[src/rtl/cell_char_pkg.sv]
// Shared types and constants for the 3-input cell characterisation driver.
package cell_char_pkg;

    localparam int unsigned NVEC  = 8;
    localparam int unsigned VEC_W = 3;
    localparam int unsigned ERR_W = 8;
    localparam int unsigned TOG_W = 16;

    typedef enum logic [1:0] {
        ST_IDLE,
        ST_RUN,
        ST_FIN
    } state_t;

    // Single-input-toggle order, including the 100 -> 000 wrap.
    localparam logic [VEC_W-1:0] GRAY3_SEQ [NVEC] = '{
        3'b000, 3'b001, 3'b011, 3'b010, 3'b110, 3'b111, 3'b101, 3'b100
    };

    localparam logic [NVEC-1:0] NOR3_TT  = 8'h01;
    localparam logic [NVEC-1:0] NAND3_TT = 8'h7F;
    localparam logic [NVEC-1:0] AND3_TT  = 8'h80;
    localparam logic [NVEC-1:0] OR3_TT   = 8'hFE;

endpackage

[src/rtl/cell3_char_driver_if.sv]
// Run-control, cell-pin and result signals between controller/cell and driver.
interface cell3_char_driver_if;
    import cell_char_pkg::*;

    logic               START;
    logic               IN1;
    logic               IN2;
    logic               IN3;
    logic               QN;
    logic               BUSY;
    logic               DONE;
    logic [ERR_W-1:0]   ERR_CNT;
    logic [TOG_W-1:0]   TOGGLE_CNT;
    logic               FAIL_VLD;
    logic [VEC_W-1:0]   FAIL_VEC;

    modport master (
        output START, QN,
        input  IN1, IN2, IN3, BUSY, DONE, ERR_CNT, TOGGLE_CNT, FAIL_VLD, FAIL_VEC
    );

    modport slave (
        input  START, QN,
        output IN1, IN2, IN3, BUSY, DONE, ERR_CNT, TOGGLE_CNT, FAIL_VLD, FAIL_VEC
    );

endinterface

[src/rtl/gray3_seq.sv]
// Vector index, settle and pass counters; flags the sample cycle and the final sample.
module gray3_seq
    import cell_char_pkg::*;
#(
    parameter int unsigned SETTLE_CYCLES = 2,
    parameter int unsigned PASSES        = 1
) (
    input  logic             clk,
    input  logic             rst,
    input  logic             clr,
    input  logic             en,
    output logic [VEC_W-1:0] vec_c,
    output logic [VEC_W-1:0] nxt_vec_c,
    output logic             sample_c,
    output logic             last_c
);

    localparam int unsigned SW = $clog2(SETTLE_CYCLES + 1);
    localparam int unsigned PW = $clog2(PASSES + 1);

    logic [VEC_W-1:0] idx;
    logic [SW-1:0]    settle;
    logic [PW-1:0]    pass;

    assign vec_c     = GRAY3_SEQ[idx];
    assign nxt_vec_c = GRAY3_SEQ[idx + VEC_W'(1)];
    assign sample_c  = en && (settle == SW'(SETTLE_CYCLES));
    assign last_c    = sample_c && (idx == VEC_W'(NVEC - 1)) && (pass == PW'(PASSES - 1));

    // A vector is held for SETTLE_CYCLES+1 cycles; sample on the last of them.
    always_ff @(posedge clk) begin
        if (rst || clr) begin
            idx    <= '0;
            settle <= '0;
            pass   <= '0;
        end else if (en) begin
            if (sample_c) begin
                settle <= '0;
                idx    <= idx + VEC_W'(1);
                if (idx == VEC_W'(NVEC - 1)) begin
                    pass <= pass + PW'(1);
                end
            end else begin
                settle <= settle + SW'(1);
            end
        end
    end

endmodule

[src/rtl/cell3_char_driver.sv]
// Drives a 3-input cell through the Gray sequence, checks QN against TRUTH and counts QN toggles.
module cell3_char_driver
    import cell_char_pkg::*;
#(
    parameter logic [NVEC-1:0] TRUTH         = NOR3_TT,
    parameter int unsigned     SETTLE_CYCLES = 2,
    parameter int unsigned     PASSES        = 1
) (
    input  logic                CLK,
    input  logic                RST,
    cell3_char_driver_if.slave  bus
);

    state_t           state;
    logic             first_smp;
    logic             prev_qn;
    logic [VEC_W-1:0] vec_c;
    logic [VEC_W-1:0] nxt_vec_c;
    logic             sample_c;
    logic             last_c;
    logic             accept_c;
    logic             mismatch_c;
    logic             toggled_c;

    assign accept_c   = (state == ST_IDLE) && bus.START;
    // X/Z on QN must register as a failure, hence the case inequality.
    assign mismatch_c = (bus.QN !== TRUTH[vec_c]);
    assign toggled_c  = !first_smp && (bus.QN !== prev_qn);

    gray3_seq #(
        .SETTLE_CYCLES (SETTLE_CYCLES),
        .PASSES        (PASSES)
    ) u_seq (
        .clk       (CLK),
        .rst       (RST),
        .clr       (accept_c),
        .en        (state == ST_RUN),
        .vec_c     (vec_c),
        .nxt_vec_c (nxt_vec_c),
        .sample_c  (sample_c),
        .last_c    (last_c)
    );

    always_ff @(posedge CLK) begin
        if (RST) begin
            state                      <= ST_IDLE;
            {bus.IN1, bus.IN2, bus.IN3} <= '0;
            bus.BUSY                   <= 1'b0;
            bus.DONE                   <= 1'b0;
            bus.ERR_CNT                <= '0;
            bus.TOGGLE_CNT             <= '0;
            bus.FAIL_VLD               <= 1'b0;
            bus.FAIL_VEC               <= '0;
            first_smp                  <= 1'b1;
            prev_qn                    <= 1'b0;
        end else begin
            bus.DONE <= 1'b0;
            case (state)
                ST_IDLE: begin
                    if (bus.START) begin
                        state                      <= ST_RUN;
                        bus.BUSY                   <= 1'b1;
                        {bus.IN1, bus.IN2, bus.IN3} <= GRAY3_SEQ[0];
                        bus.ERR_CNT                <= '0;
                        bus.TOGGLE_CNT             <= '0;
                        bus.FAIL_VLD               <= 1'b0;
                        bus.FAIL_VEC               <= '0;
                        first_smp                  <= 1'b1;
                    end
                end
                ST_RUN: begin
                    if (sample_c) begin
                        first_smp <= 1'b0;
                        prev_qn   <= bus.QN;
                        if (mismatch_c) begin
                            if (bus.ERR_CNT != '1) begin
                                bus.ERR_CNT <= bus.ERR_CNT + ERR_W'(1);
                            end
                            if (!bus.FAIL_VLD) begin
                                bus.FAIL_VLD <= 1'b1;
                                bus.FAIL_VEC <= vec_c;
                            end
                        end
                        if (toggled_c && (bus.TOGGLE_CNT != '1)) begin
                            bus.TOGGLE_CNT <= bus.TOGGLE_CNT + TOG_W'(1);
                        end
                        if (last_c) begin
                            state                      <= ST_FIN;
                            bus.BUSY                   <= 1'b0;
                            bus.DONE                   <= 1'b1;
                            {bus.IN1, bus.IN2, bus.IN3} <= '0;
                        end else begin
                            {bus.IN1, bus.IN2, bus.IN3} <= nxt_vec_c;
                        end
                    end
                end
                ST_FIN: begin
                    state <= ST_IDLE;
                end
                default: begin
                    state <= ST_IDLE;
                end
            endcase
        end
    end

endmodule

[src/flat_wrapper.sv]
// flat-port wrapper written by rule: the top's interface ports become plain ports
module cell3_char_driver_flat import cell_char_pkg::*;
#(
    parameter logic [NVEC-1:0] TRUTH         = NOR3_TT,
    parameter int unsigned     SETTLE_CYCLES = 2,
    parameter int unsigned     PASSES        = 1
)
  (CLK, RST, bus_START, bus_QN, bus_IN1, bus_IN2, bus_IN3, bus_BUSY, bus_DONE, bus_ERR_CNT, bus_TOGGLE_CNT, bus_FAIL_VLD, bus_FAIL_VEC);
  cell3_char_driver_if bus_i ();
  input  logic CLK;
  input  logic RST;
  input wire logic [$bits(bus_i.START)-1:0] bus_START;
  input wire logic [$bits(bus_i.QN)-1:0] bus_QN;
  output wire logic [$bits(bus_i.IN1)-1:0] bus_IN1;
  output wire logic [$bits(bus_i.IN2)-1:0] bus_IN2;
  output wire logic [$bits(bus_i.IN3)-1:0] bus_IN3;
  output wire logic [$bits(bus_i.BUSY)-1:0] bus_BUSY;
  output wire logic [$bits(bus_i.DONE)-1:0] bus_DONE;
  output wire logic [$bits(bus_i.ERR_CNT)-1:0] bus_ERR_CNT;
  output wire logic [$bits(bus_i.TOGGLE_CNT)-1:0] bus_TOGGLE_CNT;
  output wire logic [$bits(bus_i.FAIL_VLD)-1:0] bus_FAIL_VLD;
  output wire logic [$bits(bus_i.FAIL_VEC)-1:0] bus_FAIL_VEC;
  assign bus_i.START = bus_START;
  assign bus_i.QN = bus_QN;
  assign bus_IN1 = bus_i.IN1;
  assign bus_IN2 = bus_i.IN2;
  assign bus_IN3 = bus_i.IN3;
  assign bus_BUSY = bus_i.BUSY;
  assign bus_DONE = bus_i.DONE;
  assign bus_ERR_CNT = bus_i.ERR_CNT;
  assign bus_TOGGLE_CNT = bus_i.TOGGLE_CNT;
  assign bus_FAIL_VLD = bus_i.FAIL_VLD;
  assign bus_FAIL_VEC = bus_i.FAIL_VEC;
  cell3_char_driver #(.TRUTH(TRUTH), .SETTLE_CYCLES(SETTLE_CYCLES), .PASSES(PASSES)) u_core (.CLK(CLK), .RST(RST), .bus(bus_i));
endmodule
[config.mk]
export PLATFORM = sky130hd
export DESIGN_NAME = cell3_char_driver_flat
export DESIGN_NICKNAME = d
export VERILOG_FILES = /design/src/rtl/cell_char_pkg.sv /design/src/rtl/cell3_char_driver_if.sv /design/src/rtl/gray3_seq.sv /design/src/rtl/cell3_char_driver.sv /design/src/flat_wrapper.sv
export SDC_FILE = /design/constraint.sdc
export NUM_CORES = 1
export LEC_CHECK = 0
export CAP_MARGIN = 20
export CORE_UTILIZATION = 48
export CTS_BUF_LIST = sky130_fd_sc_hd__clkbuf_2
export DETAILED_ROUTE_END_ITERATION = 12
export PLACE_DENSITY_LB_ADDON = 0.12
export SLEW_MARGIN = 15
export SYNTH_ARGS = -nofsm -noshare
export SYNTH_HDL_FRONTEND = slang
export SYNTH_HIERARCHICAL = 1
export SYNTH_SLANG_ARGS = --single-unit
[constraint.sdc]
create_clock -name CLK -period 2.7 [get_ports CLK]
set_input_delay 0.405 -clock CLK [delete_from_list [all_inputs] [get_ports CLK]]
set_output_delay 0.405 -clock CLK [all_outputs]
set_load 0.01 [all_outputs]
==> metrics.csv <==
stage,metric,value,unit
pwr,leakage,1.01,nW
yosys,Synth Instances,263,
floorplan,number of core rows,24,
placement,Placed Cells,349,
worst_setup_path,"Critical Path, Cell by Cell",ha_1 > nand3_1 > nor3_2 > a311o_1 > o21ai_0 > a21oi_1,
timing,worst slew pin tran,0.520,ns
floorplan,Die X,69.4,um
clock_network,CTS clock-pin slew for the worst setup and hold paths,0.22,ns
yosys,synth top area cells,"dfxtp_1 (40%), a21oi_1 (5.3%), nand3_1 (5.1%)",
finish,Non-Filler Instances,357,
detailed_routing,Met2 Wirelength,2.16,mm
run_status,outcome,completed,
timing,Fin. Hold Viols,0,
clock_network,Setup Buffers After CTS,0,
worst_setup_path,"slowest stage cell, crit path",a311o_1,
clock_network,clock sink count,43,
worst_setup_path,CP max FO,13,
detailed_routing,# DRC,0,
grt,total gr overflow,0,
worst_setup_path,Critical Path Sink Type,flop,
grt,largest net degree at the start of global routing,25,
worst_setup_path,Critical Path RT,3.07,ns
floorplan,Initial Util,0.500,
pwr,Logic pwr share,0.103,
worst_hold_path,Tightest Hold Check Type,flop to flop,
yosys,"EDFF count, synth",0,
yosys,Synth top cells by count,"dfxtp_1 (43), nand2_1 (27), nor2_1 (26), a21oi_1 (23), nand3_1 (22)",
finish,Layout area overhead,22.1,%
yosys,Main synth FF type,dfxtp_1,
finish,Filler cells,407,
clock_network,CTS H-Tree Depth,2,
worst_setup_path,Critical Setup Path Class,flop to flop,
floorplan,CORE AREA,0.00435,mm2
yosys,Avg Inst Size Synth,8.28,um2
yosys,register area share after synthesis,0.395,
timing,Worst Skew,0.0193,ns
pwr,Int Power,0.000752,W
timing,RSZ-0062 raised after global routing,false,
run,Max-Cap Viols,0,
detailed_routing,Met3 Wirelength,206,um
clock_network,"Clk Latency, worst-skew pair",0.42,ns
clock_network,post_cts resized,0,
yosys,top-count cell post-synth,dfxtp_1,
worst_setup_path,WP data arrival,2.63,ns
grt,total track usage,0.214,
detailed_routing,ANT nets after route,0,
yosys,ys async rst share,0,
detailed_routing,Met1 Routed Length,2.66,mm
finish,layout cells sized above 1,0.0984,
timing,min Tclk post-route,2.26,ns
detailed_routing,Via density,5.75,
detailed_routing,first-pass iteration count of the detailed router,4,
detailed_routing,Routed WL,5.10,mm
worst_setup_path,CP max stage delay,0.58,ns
yosys,Yosys cell types,52,
placement,pre-CTS setup slack,0.308,ns
finish,post-layout net count,312,
timing,Tcrit/Tclk final,0.838,
yosys,cell taking the most area after synthesis,dfxtp_1,
grt,first-pass GRT wire length,8.25,mm
clock_network,cts-stage hold buffer count,0,
placement,Buffers on Ports,36,
yosys,post-synth net total,271,
timing,setup TNS,0,ns
placement,dpl hpwl,3.49,mm
timing,final worst-path setup slack,0.437,ns
pwr,net switching power figure,0.000288,W
timing,final slew viol count,0,
timing,Setup-failing EPs final,0,
pwr,sequential power share,0.621,
grt,vias in the first global route,1736,
detailed_routing,Avg WL per Cell,14.3,um
timing,fmax,442,MHz
clock_network,clk root buf,clkbuf_2,
yosys,Yosys top cell area share,0.395,
detailed_routing,DRT iter0 DRCs,74,
clock_network,CTS tree,yes,
worst_setup_path,crit path launch type,flop,
pwr,switching share of power,0.277,
pwr,Clk pwr share,0.276,
yosys,Synth Register Bits,43,
detailed_routing,DR vias,2053,
pwr,Peak supply drop,0.244,mV
detailed_routing,highest metal used,met4,
grt,initial antenna violation count,0,
floorplan,die area,0.00481,mm2
yosys,mapped cell area,0.00218,mm2
timing,Slew HR,0.651,
yosys,Synth warnings,6,
pwr,Power Density,391,mW/mm2
finish,antenna cells,0,
clock_network,deepest clock path buffer count,2,
placement,gpl congestion,0.788,
floorplan,Ports,37,
floorplan,Die Y,69.4,um
finish,fin util,0.611,
clock_network,TritonCTS buffer count,5,
## metal layers
metal  GRT usage  vias up
li1            -     1050
met1       0.305      960
met2       0.307       38
met3      0.0552        5
met4      0.0816        0
met5           0        -
## kinds of logic (layout without fill, tap and decap cells)
family / after synthesis / count (layout) / share of synthesized area
simple gates: 124 / 124 / 0.299
flops: 43 / 43 / 0.395
buf+inv: 15 / 57 / 0.0327
mux: 8 / 8 / 0.0442
compound gates: 65 / 65 / 0.190
xor+xnor: 4 / 4 / 0.0161
fa+ha+maj: 4 / 4 / 0.0230
## power by group through the flow
stage / registers (W) / clock network [W] / logic (W)
final: 0.000646 / 0.000287 / 0.000108
after detailed placement: 0.000658 / 0 / 0.000107
after global placement: 0.000658 / 0 / 0.000106
after CTS: 0.000646 / 0.000298 / 0.000108
after floorplan: 0.000659 / 0 / 0.0000669
after global routing: 0.000648 / 0.000327 / 0.000118
## metrics by stage
step / hold WS, ns / power [W] / instance area (um2)
detailed placement: 0.442 / 0.000765 / 2620
global placement: 0.435 / 0.000764 / 2620
global route: 0.506 / 0.00109 / 2660
finish: 0.470 / 0.00104 / 2660
CTS: 0.468 / 0.00105 / 2660
floorplan: 0.422 / 0.000726 / 2180
## cells in the final DEF (no fill, tap or decap), types with 2 or more instances in the layout
master           Yosys  routed
nand3b_1             4       4
and2_1               3       3
nor3b_1              7       7
nand4b_1             2       2
and3_1               5       5
o31ai_1              3       3
o21ai_0             15      15
a311oi_1             4       4
dfxtp_1             43      43
a31oi_1              8       8
nand4_1              5       5
or3_1                2       2
xor2_1               3       3
clkdlybuf4s50_1      0      36
buf_4                1      10
a21oi_1             23      23
clkbuf_2             0       7
nor3_1               6       6
nand2b_1             3       3
mux2i_1              4       4
nand2_1             27      27
ha_1                 4       4
mux2_4               3       3
and4_1               2       2
a41oi_1              2       2
nor2_1              26      26
nand3_1             22      22
inv_1                2       2
## flip-flops by register name (all words and copies together), names as in the netlist
register and count:
u_core/bus.IN1 1, u_core/prev_qn 1, u_core/u_seq/settle 2, u_core/bus.FAIL_VEC 3
u_core/bus.ERR_CNT 8, u_core/bus.IN3 1, u_core/u_seq/pass 1, u_core/first_smp 1
u_core/state 2, u_core/u_seq/idx 3, u_core/bus.TOGGLE_CNT 16, u_core/bus.IN2 1
u_core/bus.BUSY 1, u_core/bus.DONE 1, u_core/bus.FAIL_VLD 1
## area by class of cell
type,instances,area [um2],area share
timing repair buffer,46,435,0.164
inverter,3,11.3,0.00424
clock inverter,1,5.00,0.00188
clock buffer,7,35.0,0.0132
multi-input combinational,205,1250,0.469
tap,52,65.1,0.0245
sequential,43,861,0.324
## critical path: cells and delay by family, from the launching register on
family          cells  cell delay [ns]
fa+ha+maj           1             0.25
simple gates        2             0.57
flops               1             0.48
compound gates      3             0.91
## worst paths after layout
check / from / to / slack, ns / cells after the start
worst max-delay path: u_core/bus.TOGGLE_CNT[0] / u_core/bus.TOGGLE_CNT[7] / 0.44 / 6
worst min-delay path: u_core/first_smp / u_core/first_smp / 0.47 / 2
worst max register to register: u_core/bus.TOGGLE_CNT[0] / u_core/bus.TOGGLE_CNT[7] / 0.44 / 6
worst min register to register: u_core/first_smp / u_core/first_smp / 0.47 / 2
Power figures use the tool's default switching activity.
==> edit, RTL diff (config.mk and constraints unchanged) <==
The 3 states of `state_t` get a one-hot encoding in 3 bits.
--- a/src/rtl/cell_char_pkg.sv
+++ b/src/rtl/cell_char_pkg.sv
@@ -7,8 +7,8 @@
     localparam int unsigned TOG_W = 16;
 
-    typedef enum logic [1:0] {
-        ST_IDLE,
-        ST_RUN,
-        ST_FIN
+    typedef enum logic [2:0] {
+        ST_IDLE = 3'b001,
+        ST_RUN  = 3'b010,
+        ST_FIN  = 3'b100
     } state_t;
 
Formal check against the unedited RTL: same outputs for any inputs over 10 cycles, from zero or initial values and one cycle with RST high; not proved beyond that.
==> edit against the unedited design <==
  * Critical path depth increased by 1
  * Die area is essentially flat
  * Area after synthesis hardly changed
  * Hold slack worse by 0.0036 ns
  * Setup slack got worse by 0.060 ns
  * First-iteration DRC count is 99% higher
  * Final area is 0.24% lower
  * Wire length decreased by 3.7%
  * Sequential share of layout area up 0.83 points
  * Sequential cell count rose by 1
  * Power shrank 2.4%
==> edit: results (changes against the unedited design) <==
dominant cells by area after synthesis=dfxtp_1 40%, o21ai_0 6.2%, nand3_1 3.7%, nor2_1 3.6%, a21oi_1 2.5%; period utilisation layout=86.0% (+2.2 points); net switching fraction of the power=25.4% (-2.3 points); Place WS=0.279 ns (-0.0287 ns); worst hold margin=0.466 ns (-0.00364 ns); Critical Path AT=2.64 ns (about the same); post-synth cell types=51 (-1.9%); status=completed; CP max-delay cell=dfxtp_1; initial antenna violation count=0 (unchanged); Layout fillers=402 (-1.2%); pin count of the biggest net entering global routing=19 (-24%); Clock power frac=26.9% (-0.7 points); routed len/inst=14.3 microns (+0.22%); final RePlAce weighted congestion=0.799 (+1.4%); top cells by count, synth=44 x dfxtp_1, 27 x o21ai_0, 21 x nor2_1, 16 x nand3_1, 13 x nand2_1; CP max stage delay=0.43 ns (-0.15 ns); Leakage=0.000931 uW (-8.0%); DP Area=2610 sq um (-0.19%); reg2reg setup slack=0.38 ns (-0.06 ns); All-Layer GR Usage=20.8% (-0.55 points); # nets final=298 (-4.5%); Worst Skew=0.0349 ns (+0.0156 ns); share of cells above drive strength 1=9.97% (+0.13 points); Max FO, Critical Path=14 (+1); post-DP HPWL=3.57 mm (+2.4%); DRT iter0 DRCs=147 (+99%); vias in the first global route=1838 (+5.9%); FFs w/ async S/R, synth=0% (unchanged); worst-margin pin slew=0.974 ns (+0.454 ns); via count=1962 (-4.4%); Max IR drop VDD=0.264 mV (+8.4%); sequential area share after synthesis=40.5% (+0.94 points); n_diodes=0 (unchanged); first-pass GRT wire length=8.16 mm (-1.1%); syn nets=257 (-5.2%)
[edit: cell count changes after synthesis, sizes merged, moves of 5 or more]
cell,before,now
a21oi,23,12
nand2,28,13
nand3,22,16
nor2,26,21
o21ai,15,28
[edit: cell families after synthesis]
logic type / Yosys count / share of synthesized area, %
adders and majority gates: 4 / 2.30
muxes: 4 / 2.59
DFF: 44 / 40.5
AOI/OAI and AO/OA: 67 / 19.4
xor gates and xnor gates: 5 / 2.01
buffers and inverters: 18 / 4.20
and+or+nand+nor: 107 / 29.0
[edit: metal layers]
metal	share of wire (%)	track usage [%]	wire length, microns
met4	1.5	8.62	74
met3	4.0	5.38	195
met5	0	0	0
met1	47	25.2	2320
met2	47	35.0	2310
[edit: worst max-delay path, delay by kind of cell (launching register included)]
family	cells	cell delay (ns)
and+or+nand+nor	3	0.66
AOI/OAI and AO/OA	4	1.16
DFF	1	0.43
[edit: cell type report]
| class | count | area [sq um] | area share, % |
|---|---|---|---|
| Clock buffer | 7 | 35.0 | 1.32 |
| Clock inverter | 1 | 3.75 | 0.142 |
| Tap cell | 52 | 65.1 | 2.45 |
| Inverter | 5 | 20.0 | 0.755 |
| Timing Repair Buffer | 47 | 443 | 16.7 |
| Multi-Input combinational cell | 187 | 1200 | 45.4 |
| Sequential cell | 44 | 881 | 33.2 |
[edit: worst paths after layout]
| check | startpoint | to | cells past startpoint |
|---|---|---|---|
| worst max-delay path | u_core/state[1] | u_core/bus.TOGGLE_CNT[4] | 7 |
| worst min-delay path | u_core/first_smp | u_core/first_smp | 2 |
| worst max register to register | u_core/state[1] | u_core/bus.TOGGLE_CNT[4] | 7 |
| worst min register to register | u_core/first_smp | u_core/first_smp | 2 |
[edit: power by group through the flow]
| stage | Clock, uW | Combinational (uW) | Sequential, uW |
|---|---|---|---|
| finish | 274 | 81.1 | 661 |
| global route | 307 | 89.0 | 663 |
| CTS | 281 | 81.4 | 661 |
| detailed placement | 0 | 80.8 | 674 |
| global placement | 0 | 80.6 | 674 |
| floorplan | 0 | 52.5 | 674 |
[edit: stage by stage]
| stage | total power (uW) | std cells |
|---|---|---|
| finish | 1020 | 343 |
| global placement | 755 | 335 |
| detailed placement | 755 | 335 |
| CTS | 1020 | 343 |
| global route | 1060 | 343 |
| floorplan | 726 | 249 |
